### config.mk
export PLATFORM = sky130hd
export DESIGN_NAME = approx_error_monitor
export DESIGN_NICKNAME = d
export VERILOG_FILES = /design/src/rtl/err_mon_pkg.sv /design/src/rtl/err_mon_diff.sv /design/src/rtl/approx_error_monitor.sv
export SDC_FILE = /design/constraint.sdc
export NUM_CORES = 1
export LEC_CHECK = 0
export BUFFER_PORTS_ARGS = -buffer_cell sky130_fd_sc_hd__buf_2
export CAP_MARGIN = 20
export CORE_MARGIN = 2
export CORE_UTILIZATION = 56
export CTS_CLUSTER_SIZE = 16
export DETAILED_ROUTE_END_ITERATION = 7
export PLACE_DENSITY = 0.91
export SLEW_MARGIN = 5
export SYNTH_ARGS = -nofsm -noshare
export SYNTH_HDL_FRONTEND = slang
export SYNTH_SLANG_ARGS = --single-unit
### constraint.sdc
create_clock -name clk -period 2.4 [get_ports clk]
set_input_delay 0 -clock clk [delete_from_list [all_inputs] [get_ports clk]]
set_output_delay 0 -clock clk [all_outputs]
set_load 0.005 [all_outputs]
### src/rtl/err_mon_pkg.sv
// Shared types and sizing helpers for the approximate-circuit error monitor.
package err_mon_pkg;

  typedef enum logic [1:0] {
    IDLE  = 2'd0,
    RUN   = 2'd1,
    DRAIN = 2'd2,
    DONE  = 2'd3
  } state_e;

  localparam int unsigned PIPE_DEPTH = 2;

  localparam logic [1:0] ACC_CNT = 2'd0;
  localparam logic [1:0] ACC_HD  = 2'd1;
  localparam logic [1:0] ACC_ABS = 2'd2;

  // Accumulator widths large enough that a full 2**in_w run never wraps.
  function automatic int unsigned acc_width(input int unsigned in_w,
                                            input int unsigned out_w,
                                            input logic [1:0]  kind);
    case (kind)
      ACC_HD:  return in_w + $clog2(out_w + 1);
      ACC_ABS: return in_w + out_w;
      default: return in_w + 1;
    endcase
  endfunction

endpackage

### src/rtl/err_mon_diff.sv
// Per-pair error terms: XOR difference, its popcount and the absolute difference.
module err_mon_diff #(
  parameter int unsigned OUT_W = 4,
  parameter int unsigned POP_W = $clog2(OUT_W + 1)
) (
  input  logic [OUT_W-1:0] exact_po,
  input  logic [OUT_W-1:0] approx_po,
  output logic [OUT_W-1:0] diff_c,
  output logic [POP_W-1:0] pop_c,
  output logic [OUT_W-1:0] abs_c
);

  logic [OUT_W-1:0] w_diff;

  always_comb begin
    w_diff = exact_po ^ approx_po;
    diff_c = w_diff;
    pop_c  = '0;
    for (int i = 0; i < int'(OUT_W); i++) begin
      pop_c = pop_c + POP_W'(w_diff[i]);
    end
    // Larger minus smaller keeps the unsigned result exact.
    if (exact_po >= approx_po) abs_c = exact_po - approx_po;
    else                       abs_c = approx_po - exact_po;
  end

endmodule

### src/rtl/approx_error_monitor.sv
// Streaming exact-vs-approximate output checker accumulating error metrics over 2**IN_W vectors.
// Optional macro ERR_MON_WORST_VEC_EN builds the worst-vector index capture.
module approx_error_monitor
  import err_mon_pkg::*;
#(
  parameter int unsigned IN_W  = 7,
  parameter int unsigned OUT_W = 4
) (
  input  logic                              clk,
  input  logic                              rst_n,
  input  logic                              start,
  input  logic                              in_valid,
  output logic                              in_ready,
  input  logic [OUT_W-1:0]                  exact_po,
  input  logic [OUT_W-1:0]                  approx_po,
  output logic                              busy,
  output logic                              done,
  output logic [IN_W:0]                     vec_cnt,
  output logic [IN_W:0]                     mismatch_cnt,
  output logic [IN_W+$clog2(OUT_W+1)-1:0]   hd_sum,
  output logic [IN_W+OUT_W-1:0]             abs_err_sum,
  output logic [OUT_W-1:0]                  max_abs_err,
  output logic [IN_W-1:0]                   worst_vec
);

  localparam int unsigned CNT_W     = acc_width(IN_W, OUT_W, ACC_CNT);
  localparam int unsigned HD_W      = acc_width(IN_W, OUT_W, ACC_HD);
  localparam int unsigned ABS_W     = acc_width(IN_W, OUT_W, ACC_ABS);
  localparam int unsigned POP_W     = $clog2(OUT_W + 1);
  localparam int unsigned DRAIN_W   = (PIPE_DEPTH > 1) ? $clog2(PIPE_DEPTH) : 1;
  localparam int unsigned VEC_TOTAL = 1 << IN_W;

  state_e               r_state;
  state_e               w_next;
  logic                 w_accept;
  logic [DRAIN_W-1:0]   r_drain_cnt;
  logic                 r_in_ready;
  logic                 r_busy;
  logic                 r_done;

  logic [CNT_W-1:0]     r_vec_cnt;
  logic [CNT_W-1:0]     r_mismatch_cnt;
  logic [HD_W-1:0]      r_hd_sum;
  logic [ABS_W-1:0]     r_abs_err_sum;
  logic [OUT_W-1:0]     r_max_abs_err;

  logic                 r_s1_valid;
  logic [OUT_W-1:0]     r_s1_diff;
  logic [POP_W-1:0]     r_s1_pop;
  logic [OUT_W-1:0]     r_s1_abs;

  logic [OUT_W-1:0]     w_diff;
  logic [POP_W-1:0]     w_pop;
  logic [OUT_W-1:0]     w_abs;

  err_mon_diff #(
    .OUT_W (OUT_W),
    .POP_W (POP_W)
  ) u_diff (
    .exact_po  (exact_po),
    .approx_po (approx_po),
    .diff_c    (w_diff),
    .pop_c     (w_pop),
    .abs_c     (w_abs)
  );

  // Next-state and acceptance; start from any state restarts a clean run.
  always_comb begin
    w_next   = r_state;
    w_accept = 1'b0;
    case (r_state)
      IDLE: begin
        if (start) w_next = RUN;
      end
      RUN: begin
        if (start) begin
          w_next = RUN;
        end else begin
          w_accept = in_valid && r_in_ready;
          if (w_accept && (r_vec_cnt == CNT_W'(VEC_TOTAL - 1))) w_next = DRAIN;
        end
      end
      DRAIN: begin
        if (start)                                          w_next = RUN;
        else if (r_drain_cnt == DRAIN_W'(PIPE_DEPTH - 1))   w_next = DONE;
      end
      DONE: begin
        if (start) w_next = RUN;
      end
      default: w_next = IDLE;
    endcase
  end

  // State register with status outputs registered from the next state.
  always_ff @(posedge clk or negedge rst_n) begin
    if (!rst_n) begin
      r_state     <= IDLE;
      r_drain_cnt <= '0;
      r_in_ready  <= 1'b0;
      r_busy      <= 1'b0;
      r_done      <= 1'b0;
    end else begin
      r_state     <= w_next;
      r_in_ready  <= (w_next == RUN);
      r_busy      <= (w_next == RUN) || (w_next == DRAIN);
      r_done      <= (w_next == DONE);
      if ((r_state == DRAIN) && (w_next == DRAIN)) r_drain_cnt <= r_drain_cnt + DRAIN_W'(1);
      else                                         r_drain_cnt <= '0;
    end
  end

  // Stage 1 captures per-pair terms; stage 2 folds them into the accumulators.
  always_ff @(posedge clk or negedge rst_n) begin
    if (!rst_n) begin
      r_vec_cnt      <= '0;
      r_s1_valid     <= 1'b0;
      r_s1_diff      <= '0;
      r_s1_pop       <= '0;
      r_s1_abs       <= '0;
      r_mismatch_cnt <= '0;
      r_hd_sum       <= '0;
      r_abs_err_sum  <= '0;
      r_max_abs_err  <= '0;
    end else if (start) begin
      r_vec_cnt      <= '0;
      r_s1_valid     <= 1'b0;
      r_mismatch_cnt <= '0;
      r_hd_sum       <= '0;
      r_abs_err_sum  <= '0;
      r_max_abs_err  <= '0;
    end else begin
      r_s1_valid <= w_accept;
      if (w_accept) begin
        r_vec_cnt <= r_vec_cnt + CNT_W'(1);
        r_s1_diff <= w_diff;
        r_s1_pop  <= w_pop;
        r_s1_abs  <= w_abs;
      end
      if (r_s1_valid) begin
        if (r_s1_diff != '0) r_mismatch_cnt <= r_mismatch_cnt + CNT_W'(1);
        r_hd_sum      <= r_hd_sum + HD_W'(r_s1_pop);
        r_abs_err_sum <= r_abs_err_sum + ABS_W'(r_s1_abs);
        if (r_s1_abs > r_max_abs_err) r_max_abs_err <= r_s1_abs;
      end
    end
  end

`ifdef ERR_MON_WORST_VEC_EN
  logic [IN_W-1:0] r_s1_idx;
  logic [IN_W-1:0] r_worst_vec;

  // Strictly-greater update keeps the earliest vector on ties.
  always_ff @(posedge clk or negedge rst_n) begin
    if (!rst_n) begin
      r_s1_idx    <= '0;
      r_worst_vec <= '0;
    end else if (start) begin
      r_worst_vec <= '0;
    end else begin
      if (w_accept) r_s1_idx <= r_vec_cnt[IN_W-1:0];
      if (r_s1_valid && (r_s1_abs > r_max_abs_err)) r_worst_vec <= r_s1_idx;
    end
  end

  assign worst_vec = r_worst_vec;
`else
  assign worst_vec = '0;
`endif

  assign in_ready     = r_in_ready;
  assign busy         = r_busy;
  assign done         = r_done;
  assign vec_cnt      = r_vec_cnt;
  assign mismatch_cnt = r_mismatch_cnt;
  assign hd_sum       = r_hd_sum;
  assign abs_err_sum  = r_abs_err_sum;
  assign max_abs_err  = r_max_abs_err;

endmodule

==> impl_summary.txt, run 1 <==
----------------------------------------------------
[Global route]
  Largest net degree at the start of global routing ... 47
  Antenna violations before repair ... 0
  Aggregate global routing overflow ... 0
  Global-route wire length before repair ... around 11000 µm
  Via count of the first global-routing pass ... 2540
  Aggregate global-route resource usage ... 22.9%

[Yosys]
  Ys async rst share ... 100%
  Yosys warns ... 0
  Gate count of the mapped netlist ... 337
  Count of flip-flops with a built-in enable after synthesis ... 0
  Part of the Yosys area used for sequential elements ... 43.8%
  Area of the mapped netlist ... approximately 3300 µm²
  Top_reg_cell synth ... dfrtp_1
  Post-synth cell types ... between 40 and 50
  FF+latch count, synth ... between 50 and 60
  Synthesized area per cell ... about 9.8 µm²

[Power]
  Cell Int Power ... ~1.7 mW
  Worst IR Drop VDD ... around 0.00034 V
  Relative contribution of the clock network to total power ... between 30% and 40%
  PwrDens ... between 600 and 700 nW/µm²
  Net Switching ... about 700 µW
  Share of total power in combinational logic ... approximately 17%
  Leak pwr ... 1.99 nW
  Switching share of total power ... 28.2%
  Proportion of power drawn by flip-flops and latches ... between 40% and 50%

[Worst setup path]
  Critical-path maximum fanout ... 6
  Data required time at the worst endpoint ... around 2.6 ns
  Arrival time at the worst endpoint ... ~2.3 ns
  Crit Path Class ... flop to flop
  Endpoint of the worst register-to-register path ... abs_err_sum[6]
  Critical Path Source Type ... flop
  Worst R2R Setup Slack ... 0.30 ns
  Standard cell with the maximum stage delay on the critical path ... dfrtp_1
  Worst setup EP type ... flop
  CP cell instances ... ha_1 > fa_1 > a21o_1 > a21oi_1 > nor3b_1 > xnor2_1 > nor2_1
  Worst Reg2Reg Path Length in Cells ... 7
  Critical R2R Launch ... r_s1_diff[0]
  Max stage delay on crit path ... 0.44 ns

[Clocking]
  Clock latency at the later pin of the worst-skew pair ... between 0.3 and 0.4 ns
  Clock Root Buffer ... clkbuf_8
  Max Root-Sink Buffers ... 2
  Clock sink count ... 58
  Clock slew at the register clock pins of the worst setup and hold paths ... ~0.07 ns
  CTS Buf Count ... 9
  Setup fix buffers added after clock tree synthesis ... 0
  TritonCTS clock tree ... yes
  H-tree lvl count ... 3

[Cells and area]
  Synthesis-to-finish area growth ... 16.6%
  Layout Nets ... ~440
  Multi-input logic area ... between 1500 and 2000 µm²
  Register cell area after layout ... 1450 µm²
  Fraction of layout instances using a drive strength above 1 ... about 20%
  Count of filler cells inserted in the layout ... roughly 470
  Most common cell after layout, fill and taps aside ... dfrtp_1
  Final core occ ... between 60% and 70%
  # diodes ... 0
  Commonest cells after routing, fill and taps aside ... dfrtp_1, buf_2, nor2_1, nand2_1, ha_1

[Detailed routing]
  Total number of vias ... around 2600
  Starting DRC count in detailed routing ... between 100 and 150
  Pre-antenna DRT Iters ... 4
  Average via count per standard cell ... ~5.5
  Antenna violation net count after detailed routing ... 0
  # DRC ... 0
  Wire length per cell after detailed routing ... between 10 and 15 µm
  Total wirelength of the detailed-routed design ... 6810 µm

[Timing]
  Final Cycle Share ... slightly below 90%
  Final setup violation count ... 0
  Highest clock frequency the design can meet ... 0.476 GHz
  Transition time at the pin with the least slew margin ... 0.547 ns
  Post-route minimum period ... 2.10 ns
  Setup repair after global routing missed its margin ... no
  Total count of max-transition violations in the final report ... 0
  Worst clock skew on the final layout ... between 0.01 and 0.015 ns
  Final Hold Viols ... 0
  Setup TNS ... 0 ns
  Relative slew slack ... between 60% and 70%

[Outcome]
  Status ... finished clean

[Placement]
  Count of buffers from port buffering ... 55
  Routability-driven placement congestion ratio ... 0.865
  Hpwl dp ... slightly below 5000 µm

[Die]
  I/O pin cnt ... 63
  Placeable core region ... between 5000 and 6000 µm²
  Y dimension of the die ... roughly 81 µm
  Num rows ... 28
  Horizontal die dimension ... a little over 80 µm
  Initial core utilization ... around 57%
  Full die area ... about 6500 µm²

[Job]
  Count of maximum capacitance violations ... 0

[Hold path]
  Path category of the worst min-delay check ... input port to asynchronous set/reset pin

----------------------------------------------------
## logic make-up after synthesis
logic type | after synthesis | share of synthesized area [%]
other cells | 1 | 0.113
buf+inv | 42 | 5.89
flops | 58 | 43.8
xor+xnor | 22 | 5.82
mux | 11 | 3.32
fa+ha+maj | 32 | 13.2
compound gates | 62 | 11.7
simple gates | 109 | 16.1
## registers in the layout, indices dropped and copies added (netlist names)
register      count
abs_err_sum      11
busy              1
done              1
hd_sum           10
in_ready          1
max_abs_err       4
mismatch_cnt      8
r_drain_cnt       1
r_s1_abs          3
r_s1_diff         4
r_s1_pop          3
r_s1_valid        1
r_state           2
vec_cnt           8
## metal layers
layer,wire length (µm),GRT usage (%),vias up
li1,-,-,1260
met1,2920,28.6,1282
met2,3460,38.6,77
met3,361,5.33,6
met4,70,8.81,0
met5,0,0,-
## how the worst max path moves through the flow
stage            startpoint               to  cells after the start
2_1_floorplan  r_s1_diff[0]   abs_err_sum[6]                      7
3_3_place_gp   r_s1_diff[0]  abs_err_sum[10]                      7
3_5_place_dp   r_s1_diff[0]   abs_err_sum[6]                      7
4_1_cts        r_s1_diff[0]   abs_err_sum[6]                      7
5_1_grt        r_s1_diff[0]   abs_err_sum[4]                      7
6_report       r_s1_diff[0]   abs_err_sum[6]                      7
## metrics by stage
step | std cells | setup WS, ns | hold WS (ns) | cell area (µm²) | power [mW]
finish | 478 | 0.301 | 0.00929 | 3860 | 2.43
global placement | 460 | 0.411 | 0.210 | 3630 | 1.49
global route | 478 | 0.196 | 0.0202 | 3860 | 2.55
CTS | 477 | 0.287 | 0.0403 | 3840 | 2.44
floorplan | 343 | 0.545 | -0.296 | 3340 | 1.39
detailed placement | 460 | 0.321 | 0.230 | 3630 | 1.52
## worst max-delay path: cells and delay by family, from the launching register on
family          cells  cell delay [ns]
fa+ha+maj           2             0.67
simple gates        2             0.18
xor+xnor            1             0.16
flops               1             0.44
compound gates      2             0.52
## timing repair
action,CTS,global route
gates resized for setup,0,0
endpoints found under the hold margin,45,0
hold buffers,1,0
## cell type report
class | instances | area share [%]
clock buffers | 11 | 3.92
clock inverters | 5 | 1.36
inverters | 26 | 2.53
multi-input cells | 243 | 43.7
flip-flops and latches | 58 | 37.6
well taps | 75 | 2.43
repair buffers | 60 | 8.48
## cells in the mapped netlist, drive strengths merged (2+ instances only)
cell type | number | area [µm²]
ha | 27 | 338
nor2b | 5 | 31.3
o221a | 2 | 22.5
nand4 | 6 | 37.5
fa | 5 | 100
a211oi | 4 | 30.0
and3 | 2 | 12.5
o21ai | 18 | 90.1
dfrtp | 58 | 1450
and4 | 2 | 20.0
clkbuf | 4 | 15.0
mux2i | 11 | 110
nand2 | 29 | 116
a21o | 6 | 45.0
or3 | 8 | 50.1
xnor2 | 12 | 105
nor3b | 4 | 35.0
o21a | 5 | 37.5
nand3 | 9 | 50.1
xor2 | 10 | 87.6
nor2 | 40 | 150
buf | 12 | 82.6
inv | 26 | 97.6
a21oi | 19 | 95.1
nor3 | 2 | 10.0
## power groups by stage
stage          Combinational (mW)  Sequential (mW)  Clock [mW]
6_report                    0.416             1.10       0.916
5_1_grt                     0.476             1.11       0.964
4_1_cts                     0.415             1.10       0.926
3_5_place_dp                0.406             1.11           0
3_3_place_gp                0.378             1.11           0
2_1_floorplan               0.290             1.10           0
No activity file was read; power rests on OpenSTA's default activity.
==> inputs of run 2 (changes only) <==
CELL_PAD_IN_SITES_DETAIL_PLACEMENT = 0   (was not set)
CELL_PAD_IN_SITES_GLOBAL_PLACEMENT = 1   (was not set)
CORE_UTILIZATION = 43   (was 56)
PLACE_DENSITY = 0.9   (was 0.91)
SYNTH_HIERARCHICAL = 1   (was not set)
==> impl_summary.txt, run 2 <==
----------------------------------------------------
[Die]
  Y dimension of the die ... 92.8 µm (+15%)
  Placeable core region ... 7690 µm² (+32%)
  Full die area ... 8610 µm² (+31%)
  Num rows ... 32 (+14%)
  I/O pin cnt ... 63 (unchanged)
  Horizontal die dimension ... 92.8 µm (+15%)
  Initial core utilization ... 44.1% (-13 points)

[Yosys]
  FF+latch count, synth ... 59 (+1.7%)
  Yosys warns ... 6 (+6)
  Part of the Yosys area used for sequential elements ... 43.6% (-0.25 points)
  Most repeated cell in the gate-level netlist after synthesis ... dfrtp_1
  Portion of synthesized cell area occupied by the leading cell type ... 43.6% (-0.25 points)
  Synthesized area per cell ... 10.1 µm² (+2.3%)
  Gate count of the mapped netlist ... 337 (unchanged)
  Adder and majority gate portion of the synthesized area ... 12.9% (-0.30 points)
  Area of the mapped netlist ... 3390 µm² (+2.3%)
  Synth Area in XOR/XNOR ... 4.39% (-1.4 points)
  Post-synth cell types ... 46 (+12%)
  Mux cell area share after synthesis ... 6.53% (+3.2 points)
  Basic-gate share of the synthesized area counting and, or, nand and nor cells ... 14.7% (-1.4 points)
  Largest family of logic cells by synthesized area ... simple AND/OR/NAND/NOR gates
  Top post-synthesis cells by count ... dfrtp_1, nor2_1, ha_1
  Top_reg_cell synth ... dfrtp_1
  Fraction of the mapped netlist area in compound gates ... 12.0% (+0.33 points)
  Yosys top cell by area ... dfrtp_1
  Count of flip-flops with a built-in enable after synthesis ... 0 (unchanged)
  Most area-consuming cells after synthesis ... dfrtp_1, ha_1, a21oi_1
  Ys async rst share ... 100% (unchanged)

[Job]
  Count of maximum capacitance violations ... 0 (unchanged)

[Clocking]
  CTS Buf Count ... 9 (unchanged)
  Setup fix buffers added after clock tree synthesis ... 0 (unchanged)
  Clock sink count ... 59 (+1.7%)
  Clock slew at the register clock pins of the worst setup and hold paths ... 0.06 ns (about the same)
  H-tree lvl count ... 3 (unchanged)
  Clock Root Buffer ... clkbuf_8
  Clock latency at the later pin of the worst-skew pair ... 0.34 ns (about the same)
  Max Root-Sink Buffers ... 2 (unchanged)
  TritonCTS clock tree ... yes

[Worst setup path]
  Worst setup EP type ... flop
  Cell repeated most along the worst path ... ha_1
  Critical R2R Launch ... r_state[1]
  Endpoint of the worst register-to-register path ... busy
  Critical-path maximum fanout ... 6 (unchanged)
  Launch point of the critical path ... r_state[1]
  Standard cell with the maximum stage delay on the critical path ... or4_4
  CP cell instances ... inv_1 > ha_1 > nand3_2 > or4_4 > a211oi_2 > ha_1
  Worst R2R Setup Slack ... 0.19 ns (-0.11 ns)
  Largest delay share family, worst path ... simple AND/OR/NAND/NOR gates
  Bufs and invs on worst path ... 1 (+1)
  Max stage delay on crit path ... 0.57 ns (+0.13 ns)
  Data required time at the worst endpoint ... 2.62 ns (+0.02 ns)
  Arrival time at the worst endpoint ... 2.43 ns (+0.13 ns)
  Crit Path Class ... flop to flop
  Worst Reg2Reg Path Length in Cells ... 6 (-1)
  Critical Path Source Type ... flop

[Detailed routing]
  Total number of vias ... 2610 (-0.57%)
  Average via count per standard cell ... 5.17 (-5.9%)
  Total wirelength of the detailed-routed design ... 6720 µm (-1.3%)
  Starting DRC count in detailed routing ... 98 (-20%)
  Antenna violation net count after detailed routing ... 0 (unchanged)
  # DRC ... 0 (unchanged)
  Pre-antenna DRT Iters ... 4 (unchanged)
  Wire length per cell after detailed routing ... 13.3 µm (-6.6%)

[Timing]
  Final Cycle Share ... 92.1% (+4.6 points)
  Post-route minimum period ... 2.21 ns (+0.110 ns)
  Transition time at the pin with the least slew margin ... 0.754 ns (+0.207 ns)
  Fin Hold WS ... 0.0707 ns (+0.0615 ns)
  Final setup violation count ... 0 (unchanged)
  Worst clock skew on the final layout ... 0.0112 ns (+0.000631 ns)
  Setup TNS ... 0 ns (unchanged)
  Total count of max-transition violations in the final report ... 0 (unchanged)
  Final Hold Viols ... 0 (unchanged)
  Relative slew slack ... 49.7% (-13 points)
  Setup repair after global routing missed its margin ... no
  Highest clock frequency the design can meet ... 0.453 GHz (-5.0%)

[Power]
  Power consumption ... 3.11 mW (+28%)
  PwrDens ... 781 nW/µm² (+24%)
  Leak pwr ... 1.96 nW (-1.7%)
  Worst IR Drop VDD ... 0.000369 V (+9.5%)

[Cells and area]
  Commonest cells after routing, fill and taps aside ... dfrtp_1, buf_2, nor2_1, ha_1, inv_1
  Multi-input logic area ... 1740 µm² (+3.0%)
  Most common cell after layout, fill and taps aside ... dfrtp_1
  # diodes ... 0 (unchanged)
  Count of filler cells inserted in the layout ... 716 (+51%)
  Synthesis-to-finish area growth ... 17.4%
  Fraction of layout instances using a drive strength above 1 ... 22.1% (+1.5 points)
  Register cell area after layout ... 1480 µm² (+1.7%)
  Max reg flops ... 11 (unchanged)
  Final cell area excluding filler cells ... 3980 µm² (+3.0%)
  Layout Nets ... 442 (unchanged)

[Global route]
  Antenna violations before repair ... 0 (unchanged)
  Largest net degree at the start of global routing ... 60 (+28%)
  Aggregate global-route resource usage ... 16.7% (-6.2 points)
  Global-route wire length before repair ... 11400 µm (-0.54%)
  Via count of the first global-routing pass ... 2505 (-1.4%)
  Aggregate global routing overflow ... 0 (unchanged)

[Outcome]
  Status ... finished clean

[Placement]
  Count of buffers from port buffering ... 55 (unchanged)
  Post-DP Area ... 3750 µm² (+3.3%)
  Routability-driven placement congestion ratio ... 0.777 (-10%)
  Hpwl dp ... 4880 µm (-1.5%)

[Hold path]
  Capture endpoint of the worst hold path ... vec_cnt[2]
  Path category of the worst min-delay check ... input port to flop
  Hold path start ... in_valid
  Hold path cells ... 4

----------------------------------------------------
[run 2: changes by cell type in the layout (fill, tap and decap cells not counted), moves of 4 or more]
cell / delta
nor2_1: -9
nor3_1: +4
xnor2_1: -4
o21ai_0: -5
mux2_2: +9
a21oi_1: +5
or4_1: +4
o31ai_1: +4
[run 2: worst max-delay path by stage]
stage / endpoint / slack, ns / depth (start not counted)
after floorplan: busy / 0.39 / 6
after global placement: busy / 0.29 / 6
after detailed placement: busy / 0.20 / 6
after CTS: busy / 0.19 / 6
after global routing: r_drain_cnt / 0.05 / 8
final: busy / 0.19 / 6
[run 2: layer usage]
| metal | part of all wire [%] | wire, µm | global-route usage (%) | vias up |
|---|---|---|---|---|
| met1 | 46 | 3120 | 20.6 | 1279 |
| met4 | 0.68 | 46 | 5.88 | 0 |
| li1 | - | - | - | 1290 |
| met3 | 3.9 | 264 | 5.13 | 5 |
| met2 | 49 | 3290 | 27.5 | 36 |
| met5 | 0 | 0 | 0 | - |
[run 2: cell families after synthesis]
| logic type | after synthesis |
|---|---|
| simple gates | 100 |
| compound gates | 64 |
| flops | 59 |
| buf+inv | 43 |
| fa+ha+maj | 32 |
| mux | 21 |
| xor+xnor | 17 |
| other cells | 1 |
[run 2: area by class of cell]
cell class              count  share of cell area [%]
clock buffers              12                    3.65
well taps                 102                    3.21
inverters                  27                    2.55
flip-flops and latches     59                    37.1
multi-input cells         241                    43.7
repair buffers             60                    7.92
clock inverters             4                    1.85
[run 2: metrics by stage]
step	setup slack [ns]	std cells	utilization, %
detailed placement	0.199	488	48.8
finish	0.191	505	51.8
global route	0.0490	505	51.8
CTS	0.190	505	51.8
floorplan	0.391	343	-
global placement	0.286	488	48.8
[run 2: worst reg2reg max path, cell delays in order (launching register included)]
cell      delay, ns
dfrtp_1        0.40
inv_1          0.07
ha_1           0.23
nand3_2        0.18
or4_4          0.57
a211oi_2       0.36
ha_1           0.29
[run 2: where the power goes]
group	internal, mW	switching [mW]	total [mW]
Combinational	0.378	0.409	0.786
Clock	0.614	0.400	1.01
Sequential	1.15	0.155	1.31
[run 2: what timing repair did]
| item | CTS | global route |
|---|---|---|
| hold endpoints to repair | 59 | 0 |
| hold buffers | 1 | 0 |
| setup endpoints to repair | 0 | 0 |
| resized for setup | 0 | 0 |
